**src/rtl/npu_stream_sender_pkg.sv**
```systemverilog
// Shared widths, FSM encoding and tuser packing for the NPU stream sender.
// tuser field order, MSB first: {row, col, num_channels}.
package npu_stream_sender_pkg;

    localparam int unsigned ADDR_WIDTH         = 13;
    localparam int unsigned DATA_WIDTH         = 8;
    localparam int unsigned MAX_CHANNELS       = 64;
    localparam int unsigned NUM_CHANNELS_WIDTH = $clog2(MAX_CHANNELS + 1);
    localparam int unsigned CNT_WIDTH          = 2 * ADDR_WIDTH + NUM_CHANNELS_WIDTH;

    typedef enum logic [2:0] {
        SndIdle   = 3'd0,
        SndImg    = 3'd1,
        SndKer    = 3'd2,
        SndFinish = 3'd3
    } snd_state_e;

    function automatic logic [CNT_WIDTH-1:0] pack_tuser(
        input logic [ADDR_WIDTH-1:0]         row,
        input logic [ADDR_WIDTH-1:0]         col,
        input logic [NUM_CHANNELS_WIDTH-1:0] nch
    );
        return {row, col, nch};
    endfunction

    // Full-width product, so the largest tensor never truncates.
    function automatic logic [CNT_WIDTH-1:0] elem_count(
        input logic [ADDR_WIDTH-1:0]         row,
        input logic [ADDR_WIDTH-1:0]         col,
        input logic [NUM_CHANNELS_WIDTH-1:0] nch
    );
        return CNT_WIDTH'(row) * CNT_WIDTH'(col) * CNT_WIDTH'(nch);
    endfunction

endpackage

```
**src/rtl/npu_stream_sender_if.sv**
```systemverilog
// AXI-Stream bundle between the host sender (master) and the NPU input (slave).
interface npu_stream_sender_if;
    import npu_stream_sender_pkg::*;

    logic [DATA_WIDTH-1:0]   tdata;
    logic [DATA_WIDTH/8-1:0] tstrb;
    logic                    tvalid;
    logic                    tready;
    logic                    tlast;
    logic [CNT_WIDTH-1:0]    tuser;

    modport master (output tdata, tstrb, tvalid, tlast, tuser, input tready);
    modport slave  (input tdata, tstrb, tvalid, tlast, tuser, output tready);

endinterface

```
**src/rtl/axis_skid_fifo2.sv**
```systemverilog
// Two-entry FIFO; entry 0 is always the head. Push and pop may coincide,
// including when full.
module axis_skid_fifo2 #(
    parameter int unsigned WIDTH = 9
) (
    input  logic             clk,
    input  logic             rst,
    input  logic             push,
    input  logic [WIDTH-1:0] push_data,
    input  logic             pop,
    output logic [1:0]       count,
    output logic [WIDTH-1:0] head
);

    logic [WIDTH-1:0] mem_q [2];
    logic [WIDTH-1:0] mem_d [2];
    logic [1:0]       count_q, count_d;

    always_comb begin
        mem_d   = mem_q;
        count_d = count_q;
        case ({push, pop})
            2'b10: begin
                mem_d[count_q[0]] = push_data;
                count_d           = count_q + 2'd1;
            end
            2'b01: begin
                mem_d[0] = mem_q[1];
                count_d  = count_q - 2'd1;
            end
            2'b11: begin
                if (count_q == 2'd2) begin
                    mem_d[0] = mem_q[1];
                    mem_d[1] = push_data;
                end else begin
                    mem_d[0] = push_data;
                end
            end
            default: ;
        endcase
    end

    always_ff @(posedge clk) begin
        if (rst) begin
            count_q  <= 2'd0;
            mem_q[0] <= '0;
            mem_q[1] <= '0;
        end else begin
            count_q  <= count_d;
            mem_q[0] <= mem_d[0];
            mem_q[1] <= mem_d[1];
        end
    end

    assign count = count_q;
    assign head  = mem_q[0];

endmodule

```
**src/rtl/npu_stream_sender.sv**
```systemverilog
// Streams an image tensor then a kernel tensor from a 1-cycle-latency buffer
// as two tlast-terminated AXI-Stream packets carrying shape metadata in tuser.
module npu_stream_sender
    import npu_stream_sender_pkg::*;
(
    input  logic                          clk,
    input  logic                          rst,
    input  logic                          start,
    input  logic [ADDR_WIDTH-1:0]         img_row,
    input  logic [ADDR_WIDTH-1:0]         img_col,
    input  logic [ADDR_WIDTH-1:0]         ker_row,
    input  logic [ADDR_WIDTH-1:0]         ker_col,
    input  logic [NUM_CHANNELS_WIDTH-1:0] num_channels,
    input  logic [ADDR_WIDTH-1:0]         img_base,
    input  logic [ADDR_WIDTH-1:0]         ker_base,
    output logic                          rd_en,
    output logic [ADDR_WIDTH-1:0]         rd_addr,
    input  logic [DATA_WIDTH-1:0]         rd_data,
    npu_stream_sender_if.master           m_axis,
    output logic                          busy,
    output logic                          done,
    output logic                          err
);

    snd_state_e            state_q, state_d;
    logic                  busy_q, busy_d, done_q, done_d, err_q, err_d;
    logic [CNT_WIDTH-1:0]  img_user_q, img_user_d, ker_user_q, ker_user_d;
    logic [CNT_WIDTH-1:0]  img_len_q, img_len_d, ker_len_q, ker_len_d;
    logic [ADDR_WIDTH-1:0] img_base_q, img_base_d, ker_base_q, ker_base_d;
    logic [CNT_WIDTH-1:0]  rd_idx_q, rd_idx_d;
    logic                  rd_ker_q, rd_ker_d, rd_done_q, rd_done_d;
    logic                  rd_vld_q, rd_vld_d, rd_last_q, rd_last_d;

    logic                  dims_ok, accept, issue, rd_is_last, tvalid, tlast, hs;
    logic                  fifo_push, fifo_pop;
    logic [1:0]            fifo_count;
    logic [DATA_WIDTH:0]   fifo_head, out_beat;
    logic [CNT_WIDTH-1:0]  cur_len;

    axis_skid_fifo2 #(
        .WIDTH(DATA_WIDTH + 1)
    ) u_fifo (
        .clk      (clk),
        .rst      (rst),
        .push     (fifo_push),
        .push_data({rd_data, rd_last_q}),
        .pop      (fifo_pop),
        .count    (fifo_count),
        .head     (fifo_head)
    );

    // Datapath: read issue, FIFO bypass and stream outputs.
    always_comb begin
        dims_ok = (|img_row) && (|img_col) && (|ker_row) && (|ker_col) && (|num_channels);
        accept  = (state_q == SndIdle) && start && dims_ok;
        cur_len = rd_ker_q ? ker_len_q : img_len_q;
        rd_is_last = (rd_idx_q == cur_len - CNT_WIDTH'(1));
        // Occupancy plus the in-flight read never exceeds the FIFO depth.
        issue   = ((state_q == SndImg) || (state_q == SndKer)) && !rd_done_q &&
                  (({1'b0, fifo_count} + {2'b00, rd_vld_q}) < 3'd2);
        rd_en   = issue;
        rd_addr = issue ? (rd_ker_q ? ker_base_q : img_base_q) + rd_idx_q[ADDR_WIDTH-1:0] : '0;

        tvalid   = (fifo_count != 2'd0) || rd_vld_q;
        out_beat = (fifo_count != 2'd0) ? fifo_head :
                   (rd_vld_q ? {rd_data, rd_last_q} : '0);
        tlast    = out_beat[0];
        hs       = tvalid && m_axis.tready;
        // A fresh read bypasses the FIFO when it can leave immediately.
        fifo_push = rd_vld_q && !((fifo_count == 2'd0) && m_axis.tready);
        fifo_pop  = hs && (fifo_count != 2'd0);

        m_axis.tvalid = tvalid;
        m_axis.tdata  = out_beat[DATA_WIDTH:1];
        m_axis.tlast  = tlast;
        m_axis.tstrb  = {(DATA_WIDTH/8){tvalid}};
        m_axis.tuser  = (state_q == SndImg) ? img_user_q :
                        (state_q == SndKer) ? ker_user_q : '0;
    end

    // Control: FSM, latched configuration and read counters.
    always_comb begin
        state_d    = state_q;
        err_d      = 1'b0;
        img_user_d = img_user_q;
        ker_user_d = ker_user_q;
        img_len_d  = img_len_q;
        ker_len_d  = ker_len_q;
        img_base_d = img_base_q;
        ker_base_d = ker_base_q;
        rd_idx_d   = rd_idx_q;
        rd_ker_d   = rd_ker_q;
        rd_done_d  = rd_done_q;
        rd_vld_d   = issue;
        rd_last_d  = issue && rd_is_last;

        unique case (state_q)
            SndIdle: begin
                if (start && !dims_ok) err_d = 1'b1;
            end
            SndImg:    if (hs && tlast) state_d = SndKer;
            SndKer:    if (hs && tlast) state_d = SndFinish;
            SndFinish: state_d = SndIdle;
            default:   state_d = SndIdle;
        endcase

        if (issue) begin
            if (!rd_is_last) begin
                rd_idx_d = rd_idx_q + CNT_WIDTH'(1);
            end else begin
                rd_idx_d = '0;
                if (rd_ker_q) rd_done_d = 1'b1;
                else          rd_ker_d  = 1'b1;
            end
        end

        if (accept) begin
            state_d    = SndImg;
            img_user_d = pack_tuser(img_row, img_col, num_channels);
            ker_user_d = pack_tuser(ker_row, ker_col, num_channels);
            img_len_d  = elem_count(img_row, img_col, num_channels);
            ker_len_d  = elem_count(ker_row, ker_col, num_channels);
            img_base_d = img_base;
            ker_base_d = ker_base;
            rd_idx_d   = '0;
            rd_ker_d   = 1'b0;
            rd_done_d  = 1'b0;
        end

        busy_d = (state_d != SndIdle);
        done_d = (state_d == SndFinish);
    end

    always_ff @(posedge clk) begin
        if (rst) begin
            state_q    <= SndIdle;
            busy_q     <= 1'b0;
            done_q     <= 1'b0;
            err_q      <= 1'b0;
            img_user_q <= '0;
            ker_user_q <= '0;
            img_len_q  <= '0;
            ker_len_q  <= '0;
            img_base_q <= '0;
            ker_base_q <= '0;
            rd_idx_q   <= '0;
            rd_ker_q   <= 1'b0;
            rd_done_q  <= 1'b0;
            rd_vld_q   <= 1'b0;
            rd_last_q  <= 1'b0;
        end else begin
            state_q    <= state_d;
            busy_q     <= busy_d;
            done_q     <= done_d;
            err_q      <= err_d;
            img_user_q <= img_user_d;
            ker_user_q <= ker_user_d;
            img_len_q  <= img_len_d;
            ker_len_q  <= ker_len_d;
            img_base_q <= img_base_d;
            ker_base_q <= ker_base_d;
            rd_idx_q   <= rd_idx_d;
            rd_ker_q   <= rd_ker_d;
            rd_done_q  <= rd_done_d;
            rd_vld_q   <= rd_vld_d;
            rd_last_q  <= rd_last_d;
        end
    end

    assign busy = busy_q;
    assign done = done_q;
    assign err  = err_q;

endmodule

```
**src/flat_wrapper.sv**
```systemverilog
// flat-port wrapper written by rule: the top's interface ports become plain ports
module npu_stream_sender_flat import npu_stream_sender_pkg::*;
  (clk, rst, start, img_row, img_col, ker_row, ker_col, num_channels, img_base, ker_base, rd_en, rd_addr, rd_data, busy, done, err, m_axis_tdata, m_axis_tstrb, m_axis_tvalid, m_axis_tlast, m_axis_tuser, m_axis_tready);
  npu_stream_sender_if m_axis_i ();
  input  logic clk;
  input  logic rst;
  input  logic start;
  input  logic [ADDR_WIDTH-1:0] img_row;
  input  logic [ADDR_WIDTH-1:0] img_col;
  input  logic [ADDR_WIDTH-1:0] ker_row;
  input  logic [ADDR_WIDTH-1:0] ker_col;
  input  logic [NUM_CHANNELS_WIDTH-1:0] num_channels;
  input  logic [ADDR_WIDTH-1:0] img_base;
  input  logic [ADDR_WIDTH-1:0] ker_base;
  output logic rd_en;
  output logic [ADDR_WIDTH-1:0] rd_addr;
  input  logic [DATA_WIDTH-1:0] rd_data;
  output logic busy;
  output logic done;
  output logic err;
  output wire logic [$bits(m_axis_i.tdata)-1:0] m_axis_tdata;
  output wire logic [$bits(m_axis_i.tstrb)-1:0] m_axis_tstrb;
  output wire logic [$bits(m_axis_i.tvalid)-1:0] m_axis_tvalid;
  output wire logic [$bits(m_axis_i.tlast)-1:0] m_axis_tlast;
  output wire logic [$bits(m_axis_i.tuser)-1:0] m_axis_tuser;
  input wire logic [$bits(m_axis_i.tready)-1:0] m_axis_tready;
  assign m_axis_tdata = m_axis_i.tdata;
  assign m_axis_tstrb = m_axis_i.tstrb;
  assign m_axis_tvalid = m_axis_i.tvalid;
  assign m_axis_tlast = m_axis_i.tlast;
  assign m_axis_tuser = m_axis_i.tuser;
  assign m_axis_i.tready = m_axis_tready;
  npu_stream_sender u_core (.clk(clk), .rst(rst), .start(start), .img_row(img_row), .img_col(img_col), .ker_row(ker_row), .ker_col(ker_col), .num_channels(num_channels), .img_base(img_base), .ker_base(ker_base), .rd_en(rd_en), .rd_addr(rd_addr), .rd_data(rd_data), .m_axis(m_axis_i), .busy(busy), .done(done), .err(err));
endmodule
```
**config.mk**
```make
export PLATFORM = sky130hd
export DESIGN_NAME = npu_stream_sender_flat
export DESIGN_NICKNAME = d
export VERILOG_FILES = /design/src/rtl/npu_stream_sender_pkg.sv /design/src/rtl/npu_stream_sender_if.sv /design/src/rtl/axis_skid_fifo2.sv /design/src/rtl/npu_stream_sender.sv /design/src/flat_wrapper.sv
export SDC_FILE = /design/constraint.sdc
export NUM_CORES = 2
export LEC_CHECK = 0
export CAP_MARGIN = 10
export CORE_MARGIN = 4
export CORE_UTILIZATION = 45
export DETAILED_ROUTE_END_ITERATION = 8
export HOLD_SLACK_MARGIN = 0.03
export PLACE_DENSITY_LB_ADDON = 0.3
export SLEW_MARGIN = 5
export SYNTH_ARGS = -nofsm -noshare
export SYNTH_HDL_FRONTEND = slang
export SYNTH_HIERARCHICAL = 1
export SYNTH_SLANG_ARGS = --single-unit
```
**constraint.sdc**
```tcl
create_clock -name clk -period 39.9 [get_ports clk]
set_input_delay 11.97 -clock clk [delete_from_list [all_inputs] [get_ports clk]]
set_output_delay 11.97 -clock clk [all_outputs]
set_load 0.01 [all_outputs]
```
==> metrics <==
startpoint types=primary input; largest fanout on the critical path=3; status=completed; gr ovfl total=0; Worst-Margin Slew=between 1 and 1.5 ns; Core ar.=about 73000 sq um; # rows=99; Setup TNS Final=0 ns; Min-Delay Path Class=register to register; Syn Area/Cell=8.36 sq um; Die ar.=78600 sq um; Crit-path slowest cell=clkdlybuf4s50_1; RSZ-0062 raised after global routing=no; Yosys cell types=about 100; share of cells above drive strength 1=roughly 4%; Post-CTS Hold Buffers=0; Synth area leader=fa_1; Final period util=between 60% and 70%; number of synthesized flops with an enable pin=0; vias per cell=approximately 5.3; clock slew at reported path FFs=~0.06 ns; syn_nets=between 4000 and 5000; Ports=~160; most frequent cell after synthesis=nand2_1; deepest clock path buffer count=3; Max Cap Viol=0; register area share after synthesis=12.8%; die width=about 280 um; R2R depth=10; cell area after synthesis=between 30000 and 40000 sq um; largest net degree at the start of global routing=89; Post-synth top cells=nand2_1, inv_1, fa_1; estimated wirelength of the detail-placed design=~64000 um; Yosys Warn Count=6; post-CTS resize count=0; worst skew pair latency=0.55 ns; TritonCTS Buffers=24; dpl ws=about 15 ns; crit path time final=25.18 ns; DR vias=26652; CTS HTree Levels=1; crit-path max cell delay=approximately 0.54 ns; DRT Wirelength=around 82000 um; max-slew violation count=0; Post-synth ARST share=0%; crit-path most repeated cell=clkdlybuf4s50_1; routability cong.=~0.91; vias in the first global route=between 20000 and 30000; Post-CTS Setup Inserts=0; Setup-failing EPs final=0; global-route wire length before repair=roughly 140000 um; starting density of the core=roughly 46%; cells along the critical path=clkdlybuf4s50_1, nand3_1, nand2_1, clkdlybuf4s50_1; area grow syn2layout=8.53%; flop and latch count out of synthesis=214; Die Ht=280 um; Layout fillers=between 7000 and 8000; Critical Path RT=between 20 and 30 ns; DR iter-0 viols=approximately 1600; Sink Count=roughly 210; post-synth top area share=between 20% and 30%; CP Capture Type=output port; Max transition margin=roughly 32%; main area contributors after synthesis=fa_1, dfxtp_1, ha_1; post-layout util=49.5%; Routed WL per cell=roughly 16 um; Final Hold Fails=0; arrival time worst endpoint=approximately 13 ns; I/O Buffers=about 160; Remaining DRCs=0; hold path cells=2; nets=between 4000 and 5000; Max Fclk=about 0.040 GHz; skew final=~0.021 ns; CTS tree=yes; initial antenna violation count=10; root buffer cell=clkbuf_16; drt pass-1 iters=5; Crit Path Class=primary input to output port; Tot GR Track Use=a little over a fifth; DRT antenna net count=0; ys flop type=dfxtp_1; Worst Setup Slack, final=14.72 ns; number of cells produced by synthesis=~4000
## cells in the final DEF, fill, tap and decap left out, drive strengths merged, types with 9 or more instances in the layout
cell type / Yosys / layout
clkbuf: 169 / 33
a211oi: 26 / 26
nor3: 44 / 44
and2: 383 / 383
and3: 34 / 34
dfxtp: 214 / 214
nand2: 646 / 646
a22o: 28 / 28
nand3b: 9 / 9
nand4: 14 / 14
buf: 28 / 28
xnor2: 115 / 115
nor2b: 27 / 27
a21oi: 244 / 244
and3b: 10 / 10
mux2: 16 / 16
xor2: 67 / 67
nor2: 136 / 136
nand3: 84 / 84
inv: 547 / 548
clkdlybuf4s50: 0 / 150
o21ai: 76 / 76
o211ai: 17 / 17
o21bai: 14 / 14
and4: 9 / 9
or4: 9 / 9
o21a: 11 / 11
a311oi: 12 / 12
fa: 481 / 481
nand2b: 15 / 15
ha: 262 / 262
or3: 25 / 25
a31oi: 13 / 13
mux2i: 34 / 34
a21o: 39 / 39
nor4: 18 / 18
## through the flow
step	instances	hold WS, ns	cell area, sq um
2_1_floorplan	3994	0.415	33400
3_3_place_gp	4934	0.439	35400
3_5_place_dp	4934	0.447	35400
4_1_cts	4978	0.455	36200
5_1_grt	4983	0.471	36200
6_report	4985	0.454	36200
## layout make-up
class	count	area, sq um	share of cell area (%)
antenna	7	17.5	0.0484
multi-input combinational	3034	26200	72.2
timing repair buffer	178	1700	4.69
clock inverter	11	133	0.366
clock buffer	33	674	1.86
sequential	214	4290	11.8
tap	959	1200	3.31
inverter	549	2060	5.69
## worst max-delay path, delay by kind of cell
family	cells	cell delay, ns
simple gates	2	0.19
buf+inv	2	1.04
## state kept, by name, summed over array words and instances, names as in the netlist, 2 cells and up
register,count
u_core/u_fifo/count,2
u_core/ker_len_q,33
u_core/img_base_q,13
u_core/ker_user_q,26
u_core/u_fifo/mem_q,9
u_core/img_user_q,33
u_core/rd_idx_q,33
u_core/ker_base_q,13
u_core/state_q,3
u_core/u_fifo/head,9
u_core/img_len_q,33
## cell families (layout without fill, tap and decap cells)
kind of cell,count (synthesis),in the layout,synth area share [%]
compound gates,556,556,10.6
xor+xnor,182,182,4.78
fa+ha+maj,743,743,38.7
buf+inv,746,771,8.88
flops,214,214,12.8
mux,50,50,1.57
other cells,1,8,0.0112
simple gates,1502,1502,22.7
## metal layers
layer | routed length (um) | GRT usage [%] | part of all wire (%)
met1 | 37700 | 28.6 | 46
met2 | 38500 | 36.2 | 47
met3 | 3880 | 2.41 | 4.7
met4 | 1800 | 4.66 | 2.2
met5 | 13 | 0 | 0.016
## path summary, 6_finish.rpt
path | from | end | slack (ns)
worst max-delay path | rd_data[0] | m_axis_tdata[0] | 14.72
worst min-delay path | u_core/img_base_q[6]$_SDFFE_PP0P_ | u_core/img_base_q[6]$_SDFFE_PP0P_ | 0.45
worst max register to register | u_core/rd_ker_q$_SDFFE_PP0P_ | u_core/rd_idx_q[16]$_SDFFE_PP0P_ | 35.31
worst min register to register | u_core/img_base_q[6]$_SDFFE_PP0P_ | u_core/img_base_q[6]$_SDFFE_PP0P_ | 0.45
Power is not shown: default switching activity piles up to over one toggle a cycle in this logic, so the estimate is an artifact.
